===== src/rtl/aha_four_phase_req_ctrl_if.sv =====
// Handshake-side signal bundle for the four-phase requester controller.
// master is the controller itself; slave is whatever drives START/CLR and the ACK edge pulses.
interface aha_four_phase_req_ctrl_if #(
   parameter int unsigned CNT_W = 4
);
   logic             START;
   logic             CLR;
   logic             ACK_RISE;
   logic             ACK_FALL;
   logic             REQ;
   logic             BUSY;
   logic             DONE;
   logic             TIMEOUT;
   logic             PROTO_ERR;
   logic             OVERFLOW;
   logic [CNT_W-1:0] PENDING;
   logic [1:0]       STATE;

   modport master (
      input  START, CLR, ACK_RISE, ACK_FALL,
      output REQ, BUSY, DONE, TIMEOUT, PROTO_ERR, OVERFLOW, PENDING, STATE
   );

   modport slave (
      output START, CLR, ACK_RISE, ACK_FALL,
      input  REQ, BUSY, DONE, TIMEOUT, PROTO_ERR, OVERFLOW, PENDING, STATE
   );
endinterface


===== src/rtl/aha_four_phase_req_ctrl.sv =====
// Requester side of a four-phase REQ/ACK handshake: queues starts, sequences handshakes,
// flags timeouts and out-of-order ACK edges, and parks in ERROR until cleared.
module aha_four_phase_req_ctrl #(
   parameter int unsigned CNT_W          = 4,
   parameter int unsigned TIMEOUT_CYCLES = 1024,
   parameter int unsigned TO_W           = 16
) (
   input logic                      CLK,
   input logic                      RESET,
   aha_four_phase_req_ctrl_if.master bus
);

   typedef enum logic [1:0] {
      StIdle   = 2'd0,
      StWaitHi = 2'd1,
      StWaitLo = 2'd2,
      StError  = 2'd3
   } state_e;

   localparam bit               TimeoutEn = (TIMEOUT_CYCLES != 0);
   localparam logic [CNT_W-1:0] PendMax   = '1;
   localparam logic [TO_W-1:0]  CntMax    = '1;
   // Last cycle in which the expected edge may still arrive.
   localparam logic [TO_W-1:0]  ToLast    = TimeoutEn ? TO_W'(TIMEOUT_CYCLES - 1) : '0;

   state_e           state_q, state_d;
   logic [CNT_W-1:0] pend_q, pend_d;
   logic [TO_W-1:0]  cnt_q, cnt_d;
   logic             req_q, req_d;
   logic             busy_q, busy_d;
   logic             done_q, done_d;
   logic             to_q, to_d;
   logic             perr_q, perr_d;
   logic             ovf_q, ovf_d;
   logic             in_wait;
   logic             both_edges;

   assign in_wait    = (state_q == StWaitHi) || (state_q == StWaitLo);
   assign both_edges = bus.ACK_RISE && bus.ACK_FALL;

   always_comb begin
      state_d = state_q;
      pend_d  = pend_q;
      cnt_d   = cnt_q;
      done_d  = 1'b0;
      to_d    = 1'b0;
      perr_d  = 1'b0;
      ovf_d   = 1'b0;

      unique case (state_q)
         StIdle: begin
            if (bus.START || (pend_q != '0)) begin
               state_d = StWaitHi;
               if (!bus.START) pend_d = pend_q - CNT_W'(1);
            end
         end
         StWaitHi: begin
            if (both_edges || bus.ACK_FALL) begin
               perr_d = 1'b1;
            end else if (bus.ACK_RISE) begin
               state_d = StWaitLo;
            end
         end
         StWaitLo: begin
            if (both_edges || bus.ACK_RISE) begin
               perr_d = 1'b1;
            end else if (bus.ACK_FALL) begin
               state_d = StIdle;
               done_d  = 1'b1;
            end
         end
         StError: begin
            if (bus.CLR) begin
               state_d = StIdle;
               pend_d  = '0;
            end
         end
         default: state_d = StIdle;
      endcase

      // Expiry only fires when the expected edge did not move us on this cycle.
      if (TimeoutEn && in_wait && (state_d == state_q) && (cnt_q == ToLast)) begin
         state_d = StError;
         to_d    = 1'b1;
      end

      // A START alongside CLR is discarded together with the queue.
      if ((state_q != StIdle) && bus.START && !((state_q == StError) && bus.CLR)) begin
         if (pend_q == PendMax) ovf_d = 1'b1;
         else                   pend_d = pend_q + CNT_W'(1);
      end

      if (!TimeoutEn || (state_d != state_q) || !in_wait) begin
         cnt_d = '0;
      end else if (cnt_q != CntMax) begin
         cnt_d = cnt_q + TO_W'(1);
      end

      req_d  = (state_d == StWaitHi);
      busy_d = (state_d != StIdle);
   end

   always_ff @(posedge CLK) begin
      if (RESET) begin
         state_q <= StIdle;
         pend_q  <= '0;
         cnt_q   <= '0;
         req_q   <= 1'b0;
         busy_q  <= 1'b0;
         done_q  <= 1'b0;
         to_q    <= 1'b0;
         perr_q  <= 1'b0;
         ovf_q   <= 1'b0;
      end else begin
         state_q <= state_d;
         pend_q  <= pend_d;
         cnt_q   <= cnt_d;
         req_q   <= req_d;
         busy_q  <= busy_d;
         done_q  <= done_d;
         to_q    <= to_d;
         perr_q  <= perr_d;
         ovf_q   <= ovf_d;
      end
   end

   assign bus.REQ       = req_q;
   assign bus.BUSY      = busy_q;
   assign bus.DONE      = done_q;
   assign bus.TIMEOUT   = to_q;
   assign bus.PROTO_ERR = perr_q;
   assign bus.OVERFLOW  = ovf_q;
   assign bus.PENDING   = pend_q;
   assign bus.STATE     = state_q;

endmodule


===== src/flat_wrapper.sv =====
// flat-port wrapper written by rule: the top's interface ports become plain ports
module aha_four_phase_req_ctrl_flat 
#(
   parameter int unsigned CNT_W          = 4,
   parameter int unsigned TIMEOUT_CYCLES = 1024,
   parameter int unsigned TO_W           = 16
)
  (CLK, RESET, bus_START, bus_CLR, bus_ACK_RISE, bus_ACK_FALL, bus_REQ, bus_BUSY, bus_DONE, bus_TIMEOUT, bus_PROTO_ERR, bus_OVERFLOW, bus_PENDING, bus_STATE);
  aha_four_phase_req_ctrl_if #(.CNT_W(CNT_W)) bus_i ();
  input logic CLK;
  input logic RESET;
  input wire logic [$bits(bus_i.START)-1:0] bus_START;
  input wire logic [$bits(bus_i.CLR)-1:0] bus_CLR;
  input wire logic [$bits(bus_i.ACK_RISE)-1:0] bus_ACK_RISE;
  input wire logic [$bits(bus_i.ACK_FALL)-1:0] bus_ACK_FALL;
  output wire logic [$bits(bus_i.REQ)-1:0] bus_REQ;
  output wire logic [$bits(bus_i.BUSY)-1:0] bus_BUSY;
  output wire logic [$bits(bus_i.DONE)-1:0] bus_DONE;
  output wire logic [$bits(bus_i.TIMEOUT)-1:0] bus_TIMEOUT;
  output wire logic [$bits(bus_i.PROTO_ERR)-1:0] bus_PROTO_ERR;
  output wire logic [$bits(bus_i.OVERFLOW)-1:0] bus_OVERFLOW;
  output wire logic [$bits(bus_i.PENDING)-1:0] bus_PENDING;
  output wire logic [$bits(bus_i.STATE)-1:0] bus_STATE;
  assign bus_i.START = bus_START;
  assign bus_i.CLR = bus_CLR;
  assign bus_i.ACK_RISE = bus_ACK_RISE;
  assign bus_i.ACK_FALL = bus_ACK_FALL;
  assign bus_REQ = bus_i.REQ;
  assign bus_BUSY = bus_i.BUSY;
  assign bus_DONE = bus_i.DONE;
  assign bus_TIMEOUT = bus_i.TIMEOUT;
  assign bus_PROTO_ERR = bus_i.PROTO_ERR;
  assign bus_OVERFLOW = bus_i.OVERFLOW;
  assign bus_PENDING = bus_i.PENDING;
  assign bus_STATE = bus_i.STATE;
  aha_four_phase_req_ctrl #(.CNT_W(CNT_W), .TIMEOUT_CYCLES(TIMEOUT_CYCLES), .TO_W(TO_W)) u_core (.CLK(CLK), .RESET(RESET), .bus(bus_i));
endmodule

===== config.mk =====
export PLATFORM = sky130hd
export DESIGN_NAME = aha_four_phase_req_ctrl_flat
export DESIGN_NICKNAME = d
export VERILOG_FILES = /design/src/rtl/aha_four_phase_req_ctrl_if.sv /design/src/rtl/aha_four_phase_req_ctrl.sv /design/src/flat_wrapper.sv
export SDC_FILE = /design/constraint.sdc
export NUM_CORES = 1
export LEC_CHECK = 0
export ABC_AREA = 1
export BUFFER_PORTS_ARGS = -buffer_cell sky130_fd_sc_hd__buf_2
export CAP_MARGIN = 20
export CORE_MARGIN = 5
export CORE_UTILIZATION = 40
export DETAILED_ROUTE_END_ITERATION = 16
export PLACE_DENSITY = 0.63
export SYNTH_ARGS = -nofsm -noshare
export SYNTH_HDL_FRONTEND = slang
export SYNTH_SLANG_ARGS = --single-unit

===== constraint.sdc =====
create_clock -name CLK -period 2.33 [get_ports CLK]
set_input_delay 0.3495 -clock CLK [delete_from_list [all_inputs] [get_ports CLK]]
set_output_delay 0.3495 -clock CLK [all_outputs]
set_load 0.05 [all_outputs]

==> run summary <==
status -> completed
# setup viols final -> 0
hold_buf cts -> 0
first-pass GRT wire length -> 6150 µm
combinational fraction of design power -> 0.461
Core Util, Final -> 0.467
largest net degree at the start of global routing -> 17
First-pass DRT Iterations -> 4
Rel. slew slack -> 0.612
CTS tree -> done
syn_nets -> 252
vias in the first global route -> 1449
Net Sw Frac -> 0.443
clock buffer depth -> 2
area of the multi-input gates -> 971 µm²
HP Class -> input port to register
Post-Syn Instances -> 238
clk slew on worst S/H paths -> 90 ps
Setup Crit Path Kind -> register to register
Final Hold Viols -> 0
Sink Count -> 28
worst slew pin tran -> 577 ps
DR vias -> 1508
Port Buffers -> 17
final worst path period share -> 0.915
Pleak -> 0.831 nW
PwrDens -> 967 nW/µm²
Clock Skews -> 3.87 ps
Startpoint Class -> register
unrepaired setup endpoints after global routing -> false
clk_lat worst skew -> 270 ps
Setup TNS Final -> 0 ps
final hold slack -> 369 ps
Seq/Total Area, Yosys -> 0.334
Max Slew Vio Count -> 0
HPWL Detailed -> 2780 µm
arrival time at the worst endpoint -> 2300 ps
CP max FO -> 16
Peak Freq -> 469 MHz
antenna viol nets, final -> 0
Netlist cell types -> 32
final wirelength -> 3440 µm
DRC Markers -> 0
IR drop worst, VDD -> 0.502 mV
Core Box Area -> 4030 µm²
Initial Util -> 0.416
GRT Total Usage -> 0.137
total power draw -> 1.82 mW
Final GP Congestion -> 0.883
most frequent cells in the layout -> nand2_1 (45), nor2_1 (35), inv_1 (31)
Avg Cell Area, Syn -> 7.05 µm²
die height -> 74.8 µm
Clock power frac -> 0.208
flops & latches, synth -> 28
Via density -> 4.91
Die W -> 74.8 µm
I/O pins -> 18
drt first-iter violations -> 48
max reg flops -> 16
root buffer cell -> clkbuf_8
Area growth syn-to-layout -> 12.1%
Setup Fix Bufs, Post-CTS -> 0
num rows -> 23
sequential share of power -> 0.331
diode count -> 0
Tmin final -> 2130 ps
max cap viols -> 0
H-tree lvl count -> 1
Int Pwr -> 1.01 mW
post-synth top area cell -> dfxtp_1
NumNets Final -> 272
GRT overflow -> 0
top cell type's share of synthesized area -> 0.334
Switch Pwr -> 806 µW
Avg WL per Cell -> 11.2 µm
initial antenna violation count -> 0
storage element area -> 563 µm²
full die area -> 5590 µm²
filler instances -> 435
PostCTS Resize Cnt -> 0
CP endpoint kind -> register
CP required -> 2500 ps
Syn Std Cell Area -> 1680 µm²
Num CTS Buffers -> 3
layout cells sized above 1 -> 0.195
Reg with most FFs -> u_core.cnt_q
most common cell after layout, fill and taps aside -> nand2_1
yosys synthesis warning count -> 0
cells taking the most area after synthesis -> dfxtp_1 (33%), nand2_1 (10%), nor2_1 (7.8%), inv_1 (6.9%), ha_1 (6.0%)
[Yosys cell counts, drive strengths merged]
master  count
a211oi      1
a21oi      12
a31oi       1
buf         1
clkbuf      1
dfxtp      28
ha          8
inv        34
mux2i       1
nand2      48
nand3      12
nand4       7
nor2       48
nor3        8
nor4        3
o211ai      1
o21ai       9
o22ai       1
o31ai       2
o32ai       1
xnor2       3
xor2        8
[cell type report]
| class | instances | share of cell area |
|---|---|---|
| Clock inverter | 1 | 0.0160 |
| Clock buffer | 3 | 0.0220 |
| Timing Repair Buffer | 17 | 0.0452 |
| Inverter | 34 | 0.0679 |
| Multi-Input combinational cell | 174 | 0.516 |
| Tap cell | 50 | 0.0333 |
| Sequential cell | 28 | 0.299 |
[logic make-up after synthesis]
family	after synthesis	share of synthesized area
simple gates	126	0.356
buf+inv	36	0.0872
compound gates	28	0.0999
flops	28	0.334
xor+xnor	11	0.0574
fa+ha+maj	8	0.0597
mux	1	0.00597
[critical path, cell delays in order, from the launching register on]
cell and delay [ps]:
dfxtp_2 410, inv_1 130, ha_1 450, inv_2 70
nor3_2 130, nand2_1 70, nor2_1 80, nand2_1 60
a21oi_1 110, nand2_1 100, nand2_2 80, nand2_2 60
nand3_4 200, nor2_1 70
[path summary, 6_finish.rpt]
kind / start / endpoint / slack [ps] / cells past startpoint
max: u_core.bus.STATE[1] / u_core.cnt_q[5] / 200 / 13
min: RESET / u_core.bus.PENDING[0] / 370 / 2
max reg2reg: u_core.bus.STATE[1] / u_core.cnt_q[5] / 200 / 13
min reg2reg: u_core.bus.PENDING[0] / u_core.bus.PENDING[0] / 520 / 2
[power by group through the flow]
stage	combinational [mW]	sequential [mW]	clock [mW]
floorplan	0.508	0.795	0
global placement	0.845	0.612	0
detailed placement	0.843	0.613	0
CTS	0.845	0.603	0.390
global route	0.933	0.617	0.409
finish	0.839	0.602	0.377
[metrics by stage]
stage / area (µm²) / worst slack, ps / std cells
5_1_grt: 1880 / 26.2 / 307
4_1_cts: 1880 / 190 / 307
2_1_floorplan: 1680 / 191 / 238
3_3_place_gp: 1810 / 273 / 303
6_report: 1880 / 197 / 307
3_5_place_dp: 1810 / 214 / 303
[per-layer routing]
layer	share of wire	track usage	wire, µm	up-vias
li1	-	-	-	805
met1	0.48	0.171	1670	669
met2	0.47	0.239	1600	27
met3	0.028	0.0214	96	7
met4	0.021	0.0494	72	0
met5	0	0	0	-
No activity file was read; power rests on OpenSTA's default activity.
